==> src/rtl/ppu_writer.sv <==
// PPU bus write initiator: buffers (address, data) pairs in a FIFO and drains
// them during vertical blank, or at once while immediate mode is set.
//
// state | meaning
// IDLE  | no write in flight; waits for batch work or immediate work
// ISSUE | strobes high for one cycle with the head popped on entry
// GAP   | strobes low; WRITE_GAP idle bus cycles before the next decision
module ppu_writer #(
  parameter int DEPTH     = 16,
  parameter int WRITE_GAP = 1,
  parameter int VACTIVE   = 480
) (
  input  logic                   clk_i,
  input  logic                   reset_i,
  input  logic                   push_valid_i,
  output logic                   push_ready_o,
  input  logic [15:0]            push_addr_i,
  input  logic [31:0]            push_data_i,
  input  logic                   immediate_i,
  input  logic [9:0]             vcount_i,
  output logic                   chipselect_o,
  output logic                   write_o,
  output logic [15:0]            address_o,
  output logic [31:0]            writedata_o,
  output logic [$clog2(DEPTH):0] level_o,
  output logic                   frame_done_o
);
  localparam int AW = $clog2(DEPTH);
  localparam logic [AW:0] FULL = (AW+1)'(DEPTH);
  localparam logic [AW:0] ONE = (AW+1)'(1);
  localparam logic [2:0] GAP_LOAD = (WRITE_GAP > 0) ? 3'(WRITE_GAP - 1) : 3'd0;

  typedef enum logic [1:0] {IDLE, ISSUE, GAP} state_t;

  logic [15:0]   addr_mem [DEPTH];
  logic [31:0]   data_mem [DEPTH];
  logic [AW-1:0] wr_ptr_q, rd_ptr_q;
  logic [AW:0]   level_q, level_d, batch_q, batch_d;
  logic [2:0]    gap_q, gap_d;
  state_t        state_q, state_d;
  logic          prev_vblank_q, vblank, push_fire, issue, work;
  logic          cs_q, last_q, frame_done_q;
  logic [15:0]   address_q;
  logic [31:0]   writedata_q;

  assign push_ready_o = (level_q != FULL);
  assign push_fire    = push_valid_i && push_ready_o;
  assign vblank       = (vcount_i >= 10'(VACTIVE));
  // batch never exceeds level, so immediate work is simply "anything queued"
  assign work         = immediate_i ? (level_q != '0) : (batch_q != '0);

  always_comb begin
    state_d = state_q;
    gap_d   = gap_q;
    issue   = 1'b0;
    case (state_q)
      IDLE: begin
        if (work) begin
          issue   = 1'b1;
          state_d = ISSUE;
        end
      end
      ISSUE: begin
        if (WRITE_GAP > 0) begin
          state_d = GAP;
          gap_d   = GAP_LOAD;
        end else if (work) begin
          issue   = 1'b1;
          state_d = ISSUE;
        end else begin
          state_d = IDLE;
        end
      end
      GAP: begin
        if (gap_q != 3'd0) begin
          gap_d = gap_q - 3'd1;
        end else if (work) begin
          issue   = 1'b1;
          state_d = ISSUE;
        end else begin
          state_d = IDLE;
        end
      end
      default: state_d = IDLE;
    endcase
  end

  always_comb begin
    level_d = level_q;
    case ({push_fire, issue})
      2'b10:   level_d = level_q + ONE;
      2'b01:   level_d = level_q - ONE;
      default: level_d = level_q;
    endcase
    batch_d = batch_q;
    if (immediate_i) begin
      batch_d = '0;
    end else if (!prev_vblank_q && vblank) begin
      batch_d = level_q;
    end else if (issue) begin
      batch_d = batch_q - ONE;
    end
  end

  always_ff @(posedge clk_i) begin
    if (push_fire) begin
      addr_mem[wr_ptr_q] <= push_addr_i;
      data_mem[wr_ptr_q] <= push_data_i;
    end
  end

  always_ff @(posedge clk_i or posedge reset_i) begin
    if (reset_i) begin
      state_q       <= IDLE;
      gap_q         <= 3'd0;
      wr_ptr_q      <= '0;
      rd_ptr_q      <= '0;
      level_q       <= '0;
      batch_q       <= '0;
      prev_vblank_q <= 1'b1;
      cs_q          <= 1'b0;
      last_q        <= 1'b0;
      frame_done_q  <= 1'b0;
      address_q     <= '0;
      writedata_q   <= '0;
    end else begin
      state_q       <= state_d;
      gap_q         <= gap_d;
      level_q       <= level_d;
      batch_q       <= batch_d;
      prev_vblank_q <= vblank;
      cs_q          <= issue;
      last_q        <= issue && !immediate_i && (batch_q == ONE);
      frame_done_q  <= last_q;
      if (push_fire) wr_ptr_q <= wr_ptr_q + AW'(1);
      if (issue) begin
        rd_ptr_q    <= rd_ptr_q + AW'(1);
        address_q   <= addr_mem[rd_ptr_q];
        writedata_q <= data_mem[rd_ptr_q];
      end
    end
  end

  assign chipselect_o = cs_q;
  assign write_o      = cs_q;
  assign address_o    = address_q;
  assign writedata_o  = writedata_q;
  assign level_o      = level_q;
  assign frame_done_o = frame_done_q;

endmodule

==> config.mk <==
export PLATFORM = sky130hd
export DESIGN_NAME = ppu_writer
export DESIGN_NICKNAME = d
export VERILOG_FILES = /design/src/rtl/ppu_writer.sv
export SDC_FILE = /design/constraint.sdc
export NUM_CORES = 1
export LEC_CHECK = 0
export ABC_AREA = 1
export CORE_MARGIN = 3
export CORE_UTILIZATION = 55
export CTS_BUF_LIST = sky130_fd_sc_hd__clkbuf_16
export CTS_CLUSTER_SIZE = 28
export DETAILED_ROUTE_END_ITERATION = 12
export HOLD_SLACK_MARGIN = 0.05
export PLACE_DENSITY = 0.69
export SETUP_SLACK_MARGIN = 0.5
export SYNTH_ARGS = -nofsm -noshare
export SYNTH_HDL_FRONTEND = slang
export SYNTH_SLANG_ARGS = --single-unit
==> constraint.sdc <==
create_clock -name clk_i -period 7.65 [get_ports clk_i]
set_clock_uncertainty 0.1 [all_clocks]
set_input_delay 1.53 -clock clk_i [delete_from_list [all_inputs] [get_ports clk_i]]
set_output_delay 1.53 -clock clk_i [all_outputs]
set_load 0.01 [all_outputs]
After elaboration in Yosys (flattened, before gate mapping)
Memories as Yosys holds them, arrays and structs flattened. A register that Yosys moved wholly into a read port is not among the register bits.
Index checks and enable logic that the tools add are counted.
{"block": "word_totals", "mem_bits_rw": 768, "in_bits": 62, "n_memories": 2, "output_inout_bits": 57, "regBits": 27}
{"memory": "data_mem", "words": 16, "word_bits": 32, "read_ports": 1, "rd_ports_with_merged_regs": 1, "write_ports": 1, "line_no": "36", "source": "logic [31:0] data_mem [DEPTH];"}
{"memory": "addr_mem", "words": 16, "word_bits": 16, "read_ports": 1, "rd_ports_with_merged_regs": 1, "write_ports": 1, "line_no": "35", "source": "logic [15:0] addr_mem [DEPTH];"}
{"block": "op_classes", "n_eq_ne": 9, "add_sub_neg": 6, "n_reduce_logical": 15, "mux": 16, "n_lt_le_gt_ge": 1}
{"cell": "5-bit two-way mux", "n": 3}
{"cell": "10-bit by 9-bit greater-or-equal comparator with 1-bit output, second input constant", "n": 1}
{"cell": "5-bit case mux with 2 select lines", "n": 1}
{"cell": "5-bit nonzero test", "n": 2}
{"cell": "5-bit by 1-bit subtractor with 5-bit output, second input constant", "n": 2}
{"cell": "4-bit by 1-bit adder with 4-bit output, second input constant", "n": 2}
{"cell": "1-bit two-way mux", "n": 6}
{"cell": "2-bit != test, second input constant", "n": 3}
{"cell": "2-bit case mux with 3 select lines", "n": 1}
{"cell": "3-bit case mux with 2 select lines", "n": 1}
{"cell": "3-bit nonzero test", "n": 2}
{"cell": "5-bit by 1-bit adder with 5-bit output, second input constant", "n": 1}
{"cell": "5-bit by 1-bit equality test with 1-bit output, second input constant", "n": 1}
{"cell": "5-bit != test, second input constant", "n": 1}
{"cell": "2-bit by 1-bit equality test with 1-bit output, second input constant", "n": 2}
{"cell": "2-bit equality test, second input constant", "n": 2}
{"cell": "1-bit logical AND", "n": 4}
{"cell": "2-bit two-way mux", "n": 2}
{"cell": "2-bit AND reduction", "n": 2}
{"cell": "2-bit nonzero test", "n": 2}
{"cell": "3-bit two-way mux", "n": 1}
{"cell": "3-bit by 1-bit subtractor with 3-bit output, second input constant", "n": 1}
{"cell": "1-bit logical NOT", "n": 2}
{"cell": "2-bit logical NOT", "n": 1}
{"cell": "1-bit case mux with 2 select lines", "n": 1}

Logic depth before layout (Yosys ltp)
{"block": "logic_depth", "depth_word": 8, "depth_mapped": 21, "ltp_nobuf": 20}

Worst setup path after synthesis
No wires, ideal clock.
{"block": "synth_timing", "kind": "input-to-reg", "startpoint": "input port push_valid_i", "endpoint": "memory addr_mem[7][0], enable pin", "n_path_buf": 0, "required_time_ps": 7037, "setup_time_ps": 513, "setup_slack_ps": 2054, "cell_stages": 2, "arrival_ps": 4983, "path_cell_list": "nand3_1 nor3_1"}
{"block": "synth_via", "elab_chain_len": 3}
{"element": "start, declared", "line_no": "15", "source": "input logic push_valid_i,"}
{"element": "1-bit logical AND", "line_no": "47", "source": "assign push_fire = push_valid_i && push_ready_o;"}
{"element": "1-bit two-way mux", "line_no": "106", "source": "if (push_fire) begin"}
{"element": "1-bit two-way mux (implied by the code)", "line_no": "107", "source": "addr_mem[wr_ptr_q] <= push_addr_i;"}
{"element": "end, declared", "line_no": "35"}
Every way passes these cells.

Worst setup path in the final report
{"block": "layout_timing", "startpoint": "input port immediate_i", "endpoint": "register level_q[4] (netlist: level_o[4])"}
{"block": "layout_via", "elab_chain_len": 6, "word_cells_on_any_way": 8, "classes_between": "eq/ne: 2; mux: 5; reduce/logical: 1"}
{"element": "start, declared", "line_no": "19", "source": "input logic immediate_i,"}
{"element": "1-bit two-way mux (*)", "line_no": "50", "source": "assign work = immediate_i ? (level_q != '0) : (batch_q != '0);"}
{"element": "1-bit two-way mux (*)", "line_no": "58, 77"}
{"element": "1-bit two-way mux", "line_no": "75", "source": "if (gap_q != 3'd0) begin"}
{"element": "1-bit case mux with 2 select lines (*)", "line_no": "56", "source": "case (state_q)"}
{"element": "2-bit by 1-bit equality test with 1-bit output / 2-bit equality test (equally long branches)", "line_no": "90", "source": "case ({push_fire, issue})"}
{"element": "5-bit case mux with 2 select lines / 2-bit nonzero test (equally long branches)"}
{"element": "end signal, assigned", "line_no": "129", "source": "level_q <= level_d;"}
{"element": "end, declared", "line_no": "38", "source": "logic [AW:0] level_q, level_d, batch_q, batch_d;"}
Every way passes the cells marked *; elsewhere a longest branch is shown, timed or not.
A chain may end at the register's enable or synchronous reset.

==> impl_results.md <==
- Outcome: completed
- Final GP Congestion: 0.807
- Starting density of the core: 55.8%
- Seq/Total Area, Yosys: between 70% and 80%
- Syn avg cell area: 11.6 um^2
- Synth Instances: slightly below 3k
- Post-CTS resize count: 0
- Mapped Nets: 3004
- Post-CTS Hold Fix Bufs: 0
- CTS sink count: 843
- Fraction of layout cells with a size suffix above 1: slightly below 6%
- Post-DP HPWL: 38000 um
- Crit path DAT: 5.23 ns
- RSZ-0062 raised after global routing: false
- Comb power frac: around a third
- Clock Power Share: 27.2%
- Remaining global-route overflow: 0
- Die height: 254 um
- CTS tree: done
- Yosys warnings: 0
- Area of the mapped netlist: 33800 um^2
- Worst-path clk slew: 0.06 ns
- Post-layout util: 63.1%
- Worst hold-check path type: reg -> reg
- Max Cap Viol: 0
- Initial antenna violation count: 5
- Critical Path RT: 8.06 ns
- PD cells: 383 nW/um^2
- Worst-Margin Slew: 1.14 ns
- First-pass DRT Iterations: 5
- Skew-Pair Late Insertion Delay: about 0.64 ns
- # rows: 90
- # DRC: 0
- Fmax: roughly 210 MHz
- DR WL/cell: 21.1 um
- Routed Antenna Nets: 0
- CP Class: in -> reg
- Cell Count, Final, Fillers Out: 3855
- Net Sw Frac: 36.2%
- Ports: 119
- Sequential power share: about two fifths
- Via/cell ratio: about 5.7
- Critical Path End Type: flip-flop
- Num CTS Buffers: 86
- Fin. Hold Viols: 0
- Max clock buf depth: 3
- Yosys reg bits: 843
- Startpoint Class: input pin
- Post-layout minimum cycle time: just under 5 ns
- GR Util met2: 42.1%
- Setup Fix Bufs, Post-CTS: 0
- First-pass GRT wire length: 124000 um
- Commonest non-fill, non-tap cell in the layout: nand2_1
- Distinct cell type count of the synthesized netlist: 27
- Port Buffer Count: approximately 110
- Max VDD drop: just over 300 uV
- Placed cells: 3697
- Count of pins over their slew limit: 0
- Final period util: 63.0%
- Leak: between 10 and 15 nW
- Final Net Count: 3078
- Die ar.: 64500 um^2
- Root Driver: clkbuf_16
- Net Sw Power: 5.32 mW
- Vias: about 22k
- M1 GR Usage: 34.6%
- Final setup violating endpoints: 0
- Die Wd: 254 um
- Area of the core: 60600 um^2
- Area delta synth->final: 13.0%
- Busiest grt layer: met2
- Final WL: 81200 um
- Rel. slew slack: 23.7%
- Setup TNS: 0 ns
- Most frequent cells in the layout: nand2_1 (1266), edfxtp_1 (768), nand3_1 (402)
- Met3 usage: 3.73%
- Crit path max fanout: between 50 and 60
- Tot Pwr: 14.7 mW
- H-Tree Level Count: 3
- Total GRT Usage: between 20% and 30%
- Vias in the first global route: around 21k
- Internal: 9.35 mW
- Initial DRC Count: 2216
- Largest net degree at the start of global routing: ~210
[per-stage QoR]
| stage | hold slack [ns] | area [um^2] | setup WS [ns] |
|---|---|---|---|
| after floorplan | 0.231 | 33800 | 2.05 |
| after global placement | 0.242 | 35600 | 2.29 |
| after detailed placement | 0.249 | 35600 | 2.20 |
| after CTS | 0.260 | 38200 | 2.84 |
| after global routing | 0.276 | 38200 | 2.54 |
| final | 0.258 | 38200 | 2.83 |
[state kept, by name, summed over array words and instances (netlist names)]
register       flops
data_mem         512
addr_mem         256
writedata_o       32
address_o         16
batch_q            5
level_o            5
rd_ptr_q           4
wr_ptr_q           4
gap_q              3
state_q            2
chipselect_o       1
frame_done_o       1
last_q             1
prev_vblank_q      1
[power by group through the flow]
stage / clock network, mW / registers [mW] / logic, mW
after floorplan: 0 / 5.99 / 3.16
after global placement: 0 / 6.05 / 4.57
after detailed placement: 0 / 6.07 / 4.69
after CTS: 4.04 / 5.98 / 4.72
after global routing: 4.23 / 6.03 / 5.22
final: 3.98 / 5.99 / 4.70
[worst paths after layout]
check / startpoint / cells past startpoint / endpoint / slack, ns
max: immediate_i / 18 / level_o[4]$_DFFE_PP0P_ / 2.83
min: last_q$_DFF_PP0_ / 0 / frame_done_o$_DFF_PP0_ / 0.26
max reg2reg: gap_q[0]$_DFFE_PP0P_ / 20 / level_o[4]$_DFFE_PP0P_ / 3.50
min reg2reg: last_q$_DFF_PP0_ / 0 / frame_done_o$_DFF_PP0_ / 0.26
max in group asynchronous: reset_i / 3 / rd_ptr_q[0]$_DFFE_PP0P_ / 4.84
min in group asynchronous: reset_i / 2 / address_o[4]$_DFFE_PP0P_ / 1.16
[synth_stat cells]
cell type  number  area share [%]
nand4_1         5           0.092
inv_2           6           0.067
buf_1          13            0.14
o21bai_2        1           0.033
inv_1          30            0.33
nor2_1         74            0.82
dfrtp_1        74             5.5
nand3b_1        2           0.044
xor2_1          8            0.21
nand2_1      1266              14
o21ai_0         4           0.059
buf_2         100             1.5
nor2_4          1           0.033
edfxtp_1      768              68
nand3_1       402             5.9
buf_4          18            0.40
ha_1           13            0.48
nand2_2         2           0.037
nand2_4         1           0.033
nor3_1          3           0.044
a21oi_1        99             1.5
xnor2_1         3           0.078
o22ai_1         3           0.055
clkbuf_1       29            0.32
dfstp_2         1           0.078
mux2i_1         1           0.030
o21ai_1         2           0.030
[cell type report]
cell class                      count  area, um^2
Fill cell                        4611       22300
Sequential cell                   843       24900
Clock buffer                       88        2200
Clock inverter                     69         484
Antenna cell                        1        2.50
Multi-Input combinational cell   1890        8080
Timing Repair Buffer              146        1400
Inverter                           36         149
Tap cell                          782         978
[cells by family after synthesis]
| logic type | share of synthesized area (%) |
|---|---|
| xor gates and xnor gates | 0.285 |
| and+or+nand+nor | 21.1 |
| DFF | 73.7 |
| muxes | 0.0296 |
| buffers and inverters | 2.74 |
| AOI/OAI and AO/OA | 1.64 |
| adders and majority gates | 0.481 |
[critical path, cell delays in order]
cell and delay (ns):
clkdlybuf4s50_1 0.52, nor2_1 0.08, nand3_1 0.11, nand2_2 0.13, inv_2 0.10, nand2_4 0.48
inv_2 0.16, buf_4 0.73, ha_1 0.44, xor2_1 0.22, ha_1 0.17, inv_1 0.04
nand2_1 0.09, nand3_1 0.11, nand3b_1 0.10, nand2_1 0.06, nand2_1 0.05, nand2_1 0.05
[metal layers]
metal,vias to the layer above,share of wire (%)
li1,10157,-
met5,-,0.065
met2,875,49
met4,8,2.5
met1,10712,41
met3,153,7.7
Note: power is estimated with default switching activity, not from simulation.
